### config.mk
export PLATFORM = sky130hd
export DESIGN_NAME = per2axi_req_arbiter
export DESIGN_NICKNAME = d
export VERILOG_FILES = /design/src/rtl/per2axi_pkg.sv /design/src/rtl/per2axi_rr_arb.sv /design/src/rtl/per2axi_req_arbiter.sv
export SDC_FILE = /design/constraint.sdc
export NUM_CORES = 1
export LEC_CHECK = 0
export ABC_AREA = 1
export CELL_PAD_IN_SITES_DETAIL_PLACEMENT = 1
export CELL_PAD_IN_SITES_GLOBAL_PLACEMENT = 1
export CORE_AREA = 5 5 154 156
export DETAILED_ROUTE_END_ITERATION = 6
export DIE_AREA = 0 0 159 161
export DONT_BUFFER_PORTS = 1
export GPL_ROUTABILITY_DRIVEN = 0
export PLACE_DENSITY_LB_ADDON = 0.1
export SKIP_CTS_REPAIR_TIMING = 1
export SYNTH_ARGS = -nofsm -noshare
export SYNTH_HDL_FRONTEND = slang
export SYNTH_SLANG_ARGS = --single-unit
### constraint.sdc
create_clock -name clk_i -period 6 [get_ports clk_i]
set_input_delay 1.5 -clock clk_i [delete_from_list [all_inputs] [get_ports clk_i]]
set_output_delay 1.5 -clock clk_i [all_outputs]
set_load 0.02 [all_outputs]
### src/rtl/per2axi_pkg.sv
// Shared types and helpers for the per2axi request arbitration and ID handling.
package per2axi_pkg;

    typedef enum logic {
        IDLE,
        ATOMIC
    } arb_state_e;

    localparam int ATOP_VALID_BIT = 5;

    // Index of the highest set bit; callers pass a one-hot value.
    function automatic int unsigned onehot2bin(input logic [31:0] onehot);
        int unsigned idx;
        idx = 0;
        for (int i = 0; i < 32; i++) begin
            if (onehot[i]) idx = int'(i);
        end
        return idx;
    endfunction

endpackage

### src/rtl/per2axi_rr_arb.sv
// Round-robin pick over an eligibility vector, with a forced winner while locked.
module per2axi_rr_arb #(
    parameter int NB_REQ = 4,
    parameter int IDX_W  = 2
) (
    input  logic [NB_REQ-1:0] elig_i,
    input  logic [IDX_W-1:0]  rr_ptr_i,
    input  logic              lock_i,
    input  logic [IDX_W-1:0]  lock_idx_i,
    output logic [IDX_W-1:0]  winner_o,
    output logic              valid_o
);

    logic [IDX_W:0] sum;

    always_comb begin
        winner_o = '0;
        valid_o  = 1'b0;
        sum      = '0;
        if (lock_i) begin
            winner_o = lock_idx_i;
            valid_o  = elig_i[lock_idx_i];
        end else begin
            for (int off = 0; off < NB_REQ; off++) begin
                // rr_ptr_i < NB_REQ, so one conditional subtract wraps the index
                sum = {1'b0, rr_ptr_i} + (IDX_W+1)'(off);
                if (sum >= (IDX_W+1)'(NB_REQ)) sum = sum - (IDX_W+1)'(NB_REQ);
                if (!valid_o && elig_i[sum[IDX_W-1:0]]) begin
                    valid_o  = 1'b1;
                    winner_o = sum[IDX_W-1:0];
                end
            end
        end
    end

endmodule

### src/rtl/per2axi_req_arbiter.sv
// Shares the per2axi request port among NB_REQ requesters with round-robin,
// grant-stable locking, per-requester outstanding limits and atomic serialisation.
module per2axi_req_arbiter
    import per2axi_pkg::*;
#(
    parameter int NB_REQ          = 4,
    parameter int PER_ADDR_WIDTH  = 32,
    parameter int PER_ID_WIDTH    = 5,
    parameter int MAX_OUTSTANDING = 4,
    parameter int CNT_WIDTH       = $clog2(MAX_OUTSTANDING + 1)
) (
    input  logic                                  clk_i,
    input  logic                                  rst_ni,
    input  logic [NB_REQ-1:0]                     req_i,
    input  logic [NB_REQ-1:0][PER_ADDR_WIDTH-1:0] add_i,
    input  logic [NB_REQ-1:0]                     we_i,
    input  logic [NB_REQ-1:0][5:0]                atop_i,
    input  logic [NB_REQ-1:0][31:0]               wdata_i,
    input  logic [NB_REQ-1:0][3:0]                be_i,
    output logic [NB_REQ-1:0]                     gnt_o,
    output logic                                  per_req_o,
    output logic [PER_ADDR_WIDTH-1:0]             per_add_o,
    output logic                                  per_we_o,
    output logic [5:0]                            per_atop_o,
    output logic [31:0]                           per_wdata_o,
    output logic [3:0]                            per_be_o,
    output logic [PER_ID_WIDTH-1:0]               per_id_o,
    input  logic                                  per_gnt_i,
    input  logic                                  rsp_valid_i,
    input  logic [PER_ID_WIDTH-1:0]               rsp_id_i,
    output logic                                  busy_o,
    output logic                                  err_o
);

    localparam int IDX_W = (NB_REQ > 1) ? $clog2(NB_REQ) : 1;
    localparam logic [CNT_WIDTH-1:0] CNT_MAX = CNT_WIDTH'(MAX_OUTSTANDING);

    arb_state_e                         state_q, state_d;
    logic [NB_REQ-1:0][CNT_WIDTH-1:0]   cnt_q, cnt_d;
    logic [IDX_W-1:0]                   rr_ptr_q, rr_ptr_d;
    logic [IDX_W-1:0]                   lock_idx_q, lock_idx_d;
    logic [IDX_W-1:0]                   atom_id_q, atom_id_d;
    logic                               lock_q, lock_d;
    logic                               err_q, err_d;
    logic [NB_REQ-1:0]                  elig;
    logic [NB_REQ-1:0]                  rsp_hit;
    logic [IDX_W-1:0]                   winner;
    logic                               win_valid;
    logic                               hs;
    logic                               inc, dec;

    // Atomics wait for a fully drained port; nothing issues while one is in flight.
    always_comb begin
        elig = '0;
        for (int k = 0; k < NB_REQ; k++) begin
            elig[k] = req_i[k] && (cnt_q[k] < CNT_MAX) && (state_q == IDLE) &&
                      (!atop_i[k][ATOP_VALID_BIT] || (cnt_q == '0));
        end
    end

    per2axi_rr_arb #(
        .NB_REQ (NB_REQ),
        .IDX_W  (IDX_W)
    ) i_rr_arb (
        .elig_i     (elig),
        .rr_ptr_i   (rr_ptr_q),
        .lock_i     (lock_q),
        .lock_idx_i (lock_idx_q),
        .winner_o   (winner),
        .valid_o    (win_valid)
    );

    // Outputs are gated by reset so they drop asynchronously with it.
    always_comb begin
        per_req_o   = rst_ni & win_valid;
        hs          = per_req_o & per_gnt_i;
        per_add_o   = '0;
        per_we_o    = 1'b0;
        per_atop_o  = '0;
        per_wdata_o = '0;
        per_be_o    = '0;
        per_id_o    = '0;
        gnt_o       = '0;
        if (per_req_o) begin
            per_add_o   = add_i[winner];
            per_we_o    = we_i[winner];
            per_atop_o  = atop_i[winner];
            per_wdata_o = wdata_i[winner];
            per_be_o    = be_i[winner];
            per_id_o    = PER_ID_WIDTH'(1) << winner;
        end
        if (hs) gnt_o[winner] = 1'b1;
    end

    always_comb begin
        cnt_d   = cnt_q;
        err_d   = 1'b0;
        inc     = 1'b0;
        dec     = 1'b0;
        rsp_hit = rsp_id_i[NB_REQ-1:0];
        for (int k = 0; k < NB_REQ; k++) begin
            inc = hs && (winner == IDX_W'(k));
            dec = rsp_valid_i && rsp_hit[k];
            if (dec && (cnt_q[k] == '0)) begin
                err_d = 1'b1;
                if (inc) cnt_d[k] = cnt_q[k] + 1'b1;
            end else if (inc && !dec) begin
                cnt_d[k] = cnt_q[k] + 1'b1;
            end else if (dec && !inc) begin
                cnt_d[k] = cnt_q[k] - 1'b1;
            end
        end
        for (int i = NB_REQ; i < PER_ID_WIDTH; i++) begin
            if (rsp_valid_i && rsp_id_i[i]) err_d = 1'b1;
        end
    end

    always_comb begin
        rr_ptr_d   = rr_ptr_q;
        lock_d     = per_req_o & ~per_gnt_i;
        lock_idx_d = winner;
        state_d    = state_q;
        atom_id_d  = atom_id_q;
        if (hs) rr_ptr_d = (winner == IDX_W'(NB_REQ - 1)) ? '0 : winner + 1'b1;
        case (state_q)
            IDLE: begin
                if (hs && per_atop_o[ATOP_VALID_BIT]) begin
                    state_d   = ATOMIC;
                    atom_id_d = winner;
                end
            end
            ATOMIC: begin
                if (rsp_valid_i && rsp_hit[atom_id_q] && (cnt_d[atom_id_q] == '0))
                    state_d = IDLE;
            end
            default: state_d = IDLE;
        endcase
    end

    always_ff @(posedge clk_i or negedge rst_ni) begin
        if (!rst_ni) begin
            state_q    <= IDLE;
            cnt_q      <= '0;
            rr_ptr_q   <= '0;
            lock_q     <= 1'b0;
            lock_idx_q <= '0;
            atom_id_q  <= '0;
            err_q      <= 1'b0;
        end else begin
            state_q    <= state_d;
            cnt_q      <= cnt_d;
            rr_ptr_q   <= rr_ptr_d;
            lock_q     <= lock_d;
            lock_idx_q <= lock_idx_d;
            atom_id_q  <= atom_id_d;
            err_q      <= err_d;
        end
    end

    assign busy_o = (cnt_q != '0) || (state_q == ATOMIC);
    assign err_o  = err_q;

    // A requester left waiting on a stalled port must keep its request unchanged.
    for (genvar k = 0; k < NB_REQ; k++) begin : g_hold
        assume property (@(posedge clk_i) disable iff (!rst_ni)
            (per_req_o && !per_gnt_i && (winner == IDX_W'(k))) |=>
            (req_i[k] && $stable(add_i[k]) && $stable(we_i[k]) && $stable(atop_i[k]) &&
             $stable(wdata_i[k]) && $stable(be_i[k])));
    end

endmodule
=== Yosys cells after proc, flatten, opt, wreduce, memory -nomap -nowiden ===
Index checks and enable logic that the tools add are counted.

* Output and inout port bits: 87
* Logic and storage cells: 199
* Bits of input ports: 313
* Register bits after elaboration: 21

* Multiplexer cells: 79
* Reductions and logical operators: 69
* Add/sub/neg operators: 16
* Shift operators: 1
* Eq/ne operators: 3
* Bitwise logic cells: 5
* $lt $le $gt $ge: 16

{| class="wikitable"
|+ Operator list
! operator !! count
|-
| 32-bit binary-select mux with 2-bit select || 2
|-
| 32-bit 2-to-1 mux || 4
|-
| 3-bit 2-to-1 mux || 17
|-
| 1-bit logical AND || 40
|-
| 2-bit 2-to-1 mux || 14
|-
| 1-bit 2-to-1 mux || 24
|-
| 2-bit by 3-bit < comparator with 1-bit output, second input constant || 7
|-
| 1-bit logical NOT || 15
|-
| 3-bit logical NOT || 5
|-
| 1-bit binary-select mux with 2-bit select || 7
|-
| 3-bit by 1-bit adder with 3-bit output, second input constant || 4
|-
| 6-bit binary-select mux with 2-bit select || 1
|-
| 12-bit logical NOT || 1
|-
| 3-bit < comparator, second input constant || 4
|-
| 4-bit 2-to-1 mux || 3
|-
| 6-bit 2-to-1 mux || 2
|-
| 12-bit nonzero test || 1
|-
| 3-bit by 1-bit subtractor with 3-bit output, second input constant || 4
|-
| 3-bit greater-or-equal comparator, second input constant || 3
|-
| 4-bit binary-select mux with 2-bit select || 1
|-
| 2-bit by 1-bit subtractor with 2-bit output, second input constant || 4
|-
| 2-bit by 2-bit adder with 3-bit output, second input constant || 2
|-
| 3-bit binary-select mux with 2-bit select || 1
|-
| 1-bit logical OR || 5
|-
| 14 further kinds || 18
|}

=== Depth between registers and ports, before layout ===
* Word-level depth: 34
* Mapped depth: 32
* Gate-level depth less buffers: 30

=== Cells and area by module ===
Synthesis repeated with hierarchy kept, for this count alone.

* Cell total of the unflattened synthesis: 919
* Area total of the unflattened synthesis: 4578.1 µm²

{| class="wikitable"
|+ Modules (own cells, without submodules)
! module !! times used !! area each (µm²) !! cells each !! seq. area each (µm²)
|-
| per2axi_req_arbiter || 1 || 4214.0 || 844 || 525.5
|-
| per2axi_rr_arb || 1 || 364.1 || 75 || 0.0
|}

=== Worst setup path after synthesis ===
No wires, ideal clock.

* Path type: input to output
* From: in req_i[3]
* To: out per_add_o[1]
* Cell stages on the path: 19
* Data required time: 4.500 ns
* Path buffers: 3
* Data arrival time: 3.457 ns
* Setup slack: 1.043 ns
* Cells stage by stage: nand2_1 > nor2_1 > nand3_2 > nand2_1 > nand2_1 > nand2_1 > nand2_1 > nand2_1 > nor2_1 > nand2_1 > nand2_1 > nand2_4 > buf_8 > nand2_1 > inv_2 > buf_4 > buf_2 > nand2_1 > a31oi_1

* Cells in the longest elaborated chain, start to end: 22
* Elaborated cells on any way between the ends: 36
* Classes of those cells: mux: 26; bitwise: 1; reduce/logical: 9

{| class="wikitable"
|+ Ends and longest elaborated chain
! item !! RTL line !! RTL
|-
| from (decl) || per2axi_req_arbiter.sv:14 || <nowiki>input logic [NB_REQ-1:0] req_i,</nowiki>
|-
| 1-bit logical AND (*) (3 in series) || per2axi_req_arbiter.sv:56 || <nowiki>elig[k] = req_i[k] && (cnt_q[k] < CNT_MAX) && (state_q == IDLE) &&</nowiki>
|-
| 1-bit binary-select mux with 2-bit select || per2axi_rr_arb.sv:28 || <nowiki>if (!valid_o && elig_i[sum[IDX_W-1:0]]) begin</nowiki>
|-
| 1-bit 2-to-1 mux (not written as such) || per2axi_rr_arb.sv:28 ||
|-
| 1-bit 2-to-1 mux || per2axi_rr_arb.sv:28 ||
|-
| 1-bit 2-to-1 mux || per2axi_rr_arb.sv:20 || <nowiki>if (lock_i) begin</nowiki>
|-
| 1-bit logical NOT || per2axi_rr_arb.sv:28 ||
|-
| 1-bit logical AND || per2axi_rr_arb.sv:28 ||
|-
| 1-bit 2-to-1 mux || per2axi_rr_arb.sv:28 ||
|-
| [... 4 more ...] || - ||
|-
| 1-bit 2-to-1 mux || per2axi_rr_arb.sv:20 ||
|-
| 1-bit logical NOT || per2axi_rr_arb.sv:28 ||
|-
| 1-bit logical AND || per2axi_rr_arb.sv:28 ||
|-
| 2-bit 2-to-1 mux || per2axi_rr_arb.sv:28 ||
|-
| 2-bit 2-to-1 mux || per2axi_rr_arb.sv:20 ||
|-
| 32-bit binary-select mux with 2-bit select || per2axi_req_arbiter.sv:85 || <nowiki>per_add_o = add_i[winner];</nowiki>
|-
| 32-bit 2-to-1 mux (not written as such) || per2axi_req_arbiter.sv:85 ||
|-
| 32-bit 2-to-1 mux (*) || per2axi_req_arbiter.sv:84 || <nowiki>if (per_req_o) begin</nowiki>
|-
| to (decl) || per2axi_req_arbiter.sv:22 || <nowiki>output logic [PER_ADDR_WIDTH-1:0] per_add_o,</nowiki>
|}

Every way passes the cells marked *; elsewhere a longest branch is shown, timed or not. The select of a mux whose other input is x is not followed.

=== Final worst setup path ===
* From: in req_i[2]
* To: out per_add_o[19]

Same word-level chain as after synthesis.

==> results_dict.tcl <==
set metrics [dict create \
    outcome "finished clean" \
    topRoutingLayerUsed "met5" \
    muxShareOfSynthArea_pct 0 \
    detailroute.wirelength.met2_um 12900 \
    final_max_slew_viol_count 0 \
    final_core_util_pct 23.5 \
    power.density_cell_area_nw_per_um2 975 \
    vias_per_cell 5.13 \
    layout.nets 1182 \
    ff_to_ff_start "cnt_q[7]" \
    setup.reg_to_reg.worst_slack_ns 1.74 \
    synth.top_cell.area_share_pct 19.8 \
    slew-limit-headroom_pct 58.3 \
    post_synth_instance_area_um2 4290 \
    synth_fa_ha_area_share_pct 3.79 \
    critPathRequiredTime_ns 4.50 \
    final_min_period_ns 5.61 \
    route.vias.total 5849 \
    die-width_um 159 \
    routed_wire_length_per_instance_um 22.6 \
    area_growth_syn_to_layout_pct 21.8 \
    portBuffers 0 \
    rsz0062_at_grt "false" \
    min-delay-path-class "reg2reg" \
    synth-seq-cells 21 \
    setup.worst_path.end_class "output port" \
    synth-seq-area-share_pct 12.2 \
    cts.path.max_buffers 2 \
    pin_count_of_the_biggest_net_entering_global_routing 79 \
    maxCapViolCount 0 \
    postSynthCellCount 811 \
    cp_data_arrival_time_ns 4.11 \
    synthesis.nets 1137 \
    r2r.worst_path.cells 27 \
    timing.final.crit_share_pct 93.5 \
    setup.worst_path.start "req_i[2]" \
    cts_num_sinks 21 \
    ir_drop_v 0.000372 \
    r2r_end "state_q" \
    clock_latency_ns 0.26 \
    clock-skew-final_ns 0.00470 \
    cpMostUsedCell "nand2_1" \
    path_class "in2out" \
    setup_violations 0 \
    synth_edf_count 0 \
    firstDrtPassIters 5 \
    synth.area.top_cells "nand2_1 (20%), nor2_1 (16%), dfrtp_1 (12%)" \
    yosys.area_share.xor_xnor_pct 3.06 \
    yosys-top-cells-count "nand2_1 (226), nor2_1 (185), a31oi_1 (75), o21ai_0 (74), inv_1 (39)" \
    slowest_delay_ns 0.38 \
    setup-tns-final_ns 0 \
    htree_levels 1 \
    number_of_placement_rows 55 \
    tritoncts.num_buffers 3 \
    fmaxAchievable_mhz 178 \
    final-hold-violation-count 0 \
    clk_pin_slew_worst_paths_ns 0.06 \
    synth_largest_area_cell "nand2_1" \
    die_h_um 161 \
    total_grt_overflow 0 \
    route.final.wire_length_um 25800 \
    tightest_slew_ns 0.624 \
    startpoint_class_of_the_critical_path "input pin" \
    vias_in_the_first_global_route 6371 \
    async_flop_share_pct 100 \
    antenna_found_initial 4 \
    drc_errors_left 0 \
    ys.flop_type "dfrtp_1" \
    core-area_um2 22200 \
    die-area_um2 25600 \
    ant_nets 0 \
    grt_usage_pct 18.6 \
    synth_top_family_by_area "simple AND/OR/NAND/NOR gates" \
    post-dp-hpwl_um 21600 \
    grt_first_pass_wirelength_um 38500 \
    floorplan.io_pins 400 \
    met3_length_um 2030 \
    ctsRootBufferMaster "clkbuf_16" \
    synth_compound_gate_area_share_pct 23.5 \
    tritoncts "done" \
    synth_area_per_cell_um2 5.29 \
    cp-endpoint "per_add_o[19]" \
    wirelength_met1_um 10500 \
    synthDistinctLibCells 36 \
    cp_slowest_cell "inv_2" \
    drt_iter0_drc 382 \
    synth.yosys.warnings 0 \
    cp_cell_sequence "nand2_1 > nor2_1 > nand3_1 > nand2_1 > nand2_1 > nand2_1 > nand2_1 > nand2_1 > nor2_1 > nand2_1 > nand2_1 > nand2_4 > nand2_1 > inv_2 > buf_4 > nand2_1 > a31oi_1 > buf_4" \
    power.static_leakage_nw 2.38 \
    yosysMostFrequentCell "nand2_1" \
    critical_path_peak_fanout 24 \
    fraction_of_the_mapped_netlist_area_in_simple_logic_gates_pct 46.8 \
    final_layout_size_suffix_gt1_share_pct 15.3 \
    initial_core_util_pct 19.3 \
]
==> metrics by stage <==
| step | area [µm²] | power, mW | hold slack [ns] | std cells | setup slack [ns] |
|---|---|---|---|---|---|
| 2_1_floorplan | 4290 | 3.33 | 0.483 | 811 | 1.04 |
| 3_3_place_gp | 5150 | 4.91 | 0.557 | 1136 | 0.522 |
| 3_5_place_dp | 5150 | 5.00 | 0.558 | 1136 | 0.417 |
| 4_1_cts | 5230 | 5.16 | 0.563 | 1140 | 0.407 |
| 5_1_grt | 5230 | 5.59 | 0.591 | 1140 | 0.0899 |
| 6_report | 5230 | 5.10 | 0.566 | 1141 | 0.391 |
==> worst max-delay path, delay by kind of cell <==
kind	cells	cell delay [ns]
buffers and inverters	3	0.86
AOI/OAI and AO/OA	1	0.25
and+or+nand+nor	14	1.49
==> report_power, final <==
group	switching [mW]	total, mW	leakage, nW	internal (mW)
combinational	3.15	4.64	2.09	1.49
clock	0.0559	0.147	0.0382	0.0907
sequential	0.0958	0.307	0.257	0.211
==> per-layer routing <==
metal,global-route usage [%],vias up
li1,-,2755
met1,23.3,2811
met2,32.8,245
met3,5.08,30
met4,2.60,8
met5,0,-
==> layout by cell type (no fill, tap or decap), types with 9 or more instances in the layout <==
cell	n
nand2_1	225
nor2_1	185
buf_4	88
a31oi_1	75
o21ai_0	74
inv_1	39
nand3_1	30
dfrtp_1	21
o21ai_1	18
ha_1	13
xor2_1	11
a21oi_1	10
nand2_2	9
==> how the worst min path moves through the flow <==
stage,start,end,depth (start not counted)
after floorplan,atom_id_q[1],atom_id_q[1],2
after global placement,atom_id_q[1],atom_id_q[1],2
after detailed placement,atom_id_q[1],atom_id_q[1],2
after CTS,atom_id_q[1],atom_id_q[1],2
after global routing,atom_id_q[1],atom_id_q[1],2
final,atom_id_q[1],atom_id_q[1],2
==> state kept, by name, summed over array words and instances (netlist names) <==
register	count
lock_idx_q	2
rr_ptr_q	2
err_o	1
atom_id_q	2
lock_q	1
cnt_q	12
state_q	1
==> cells by family (layout without fill, tap and decap cells) <==
kind of cell	count (synthesis)	after routing
simple gates	480	480
compound gates	181	181
buf+inv	100	144
flops	21	21
xor+xnor	15	15
fa+ha+maj	13	13
other cells	1	2
==> final cells by class <==
type	count	area, µm²
fill	2950	17000
multi-input combinational	690	3330
timing repair buffer	93	761
sequential	21	526
tap	285	357
inverter	47	176
clock buffer	4	78.8
antenna	1	2.50
No activity file was read; power rests on OpenSTA's default activity.
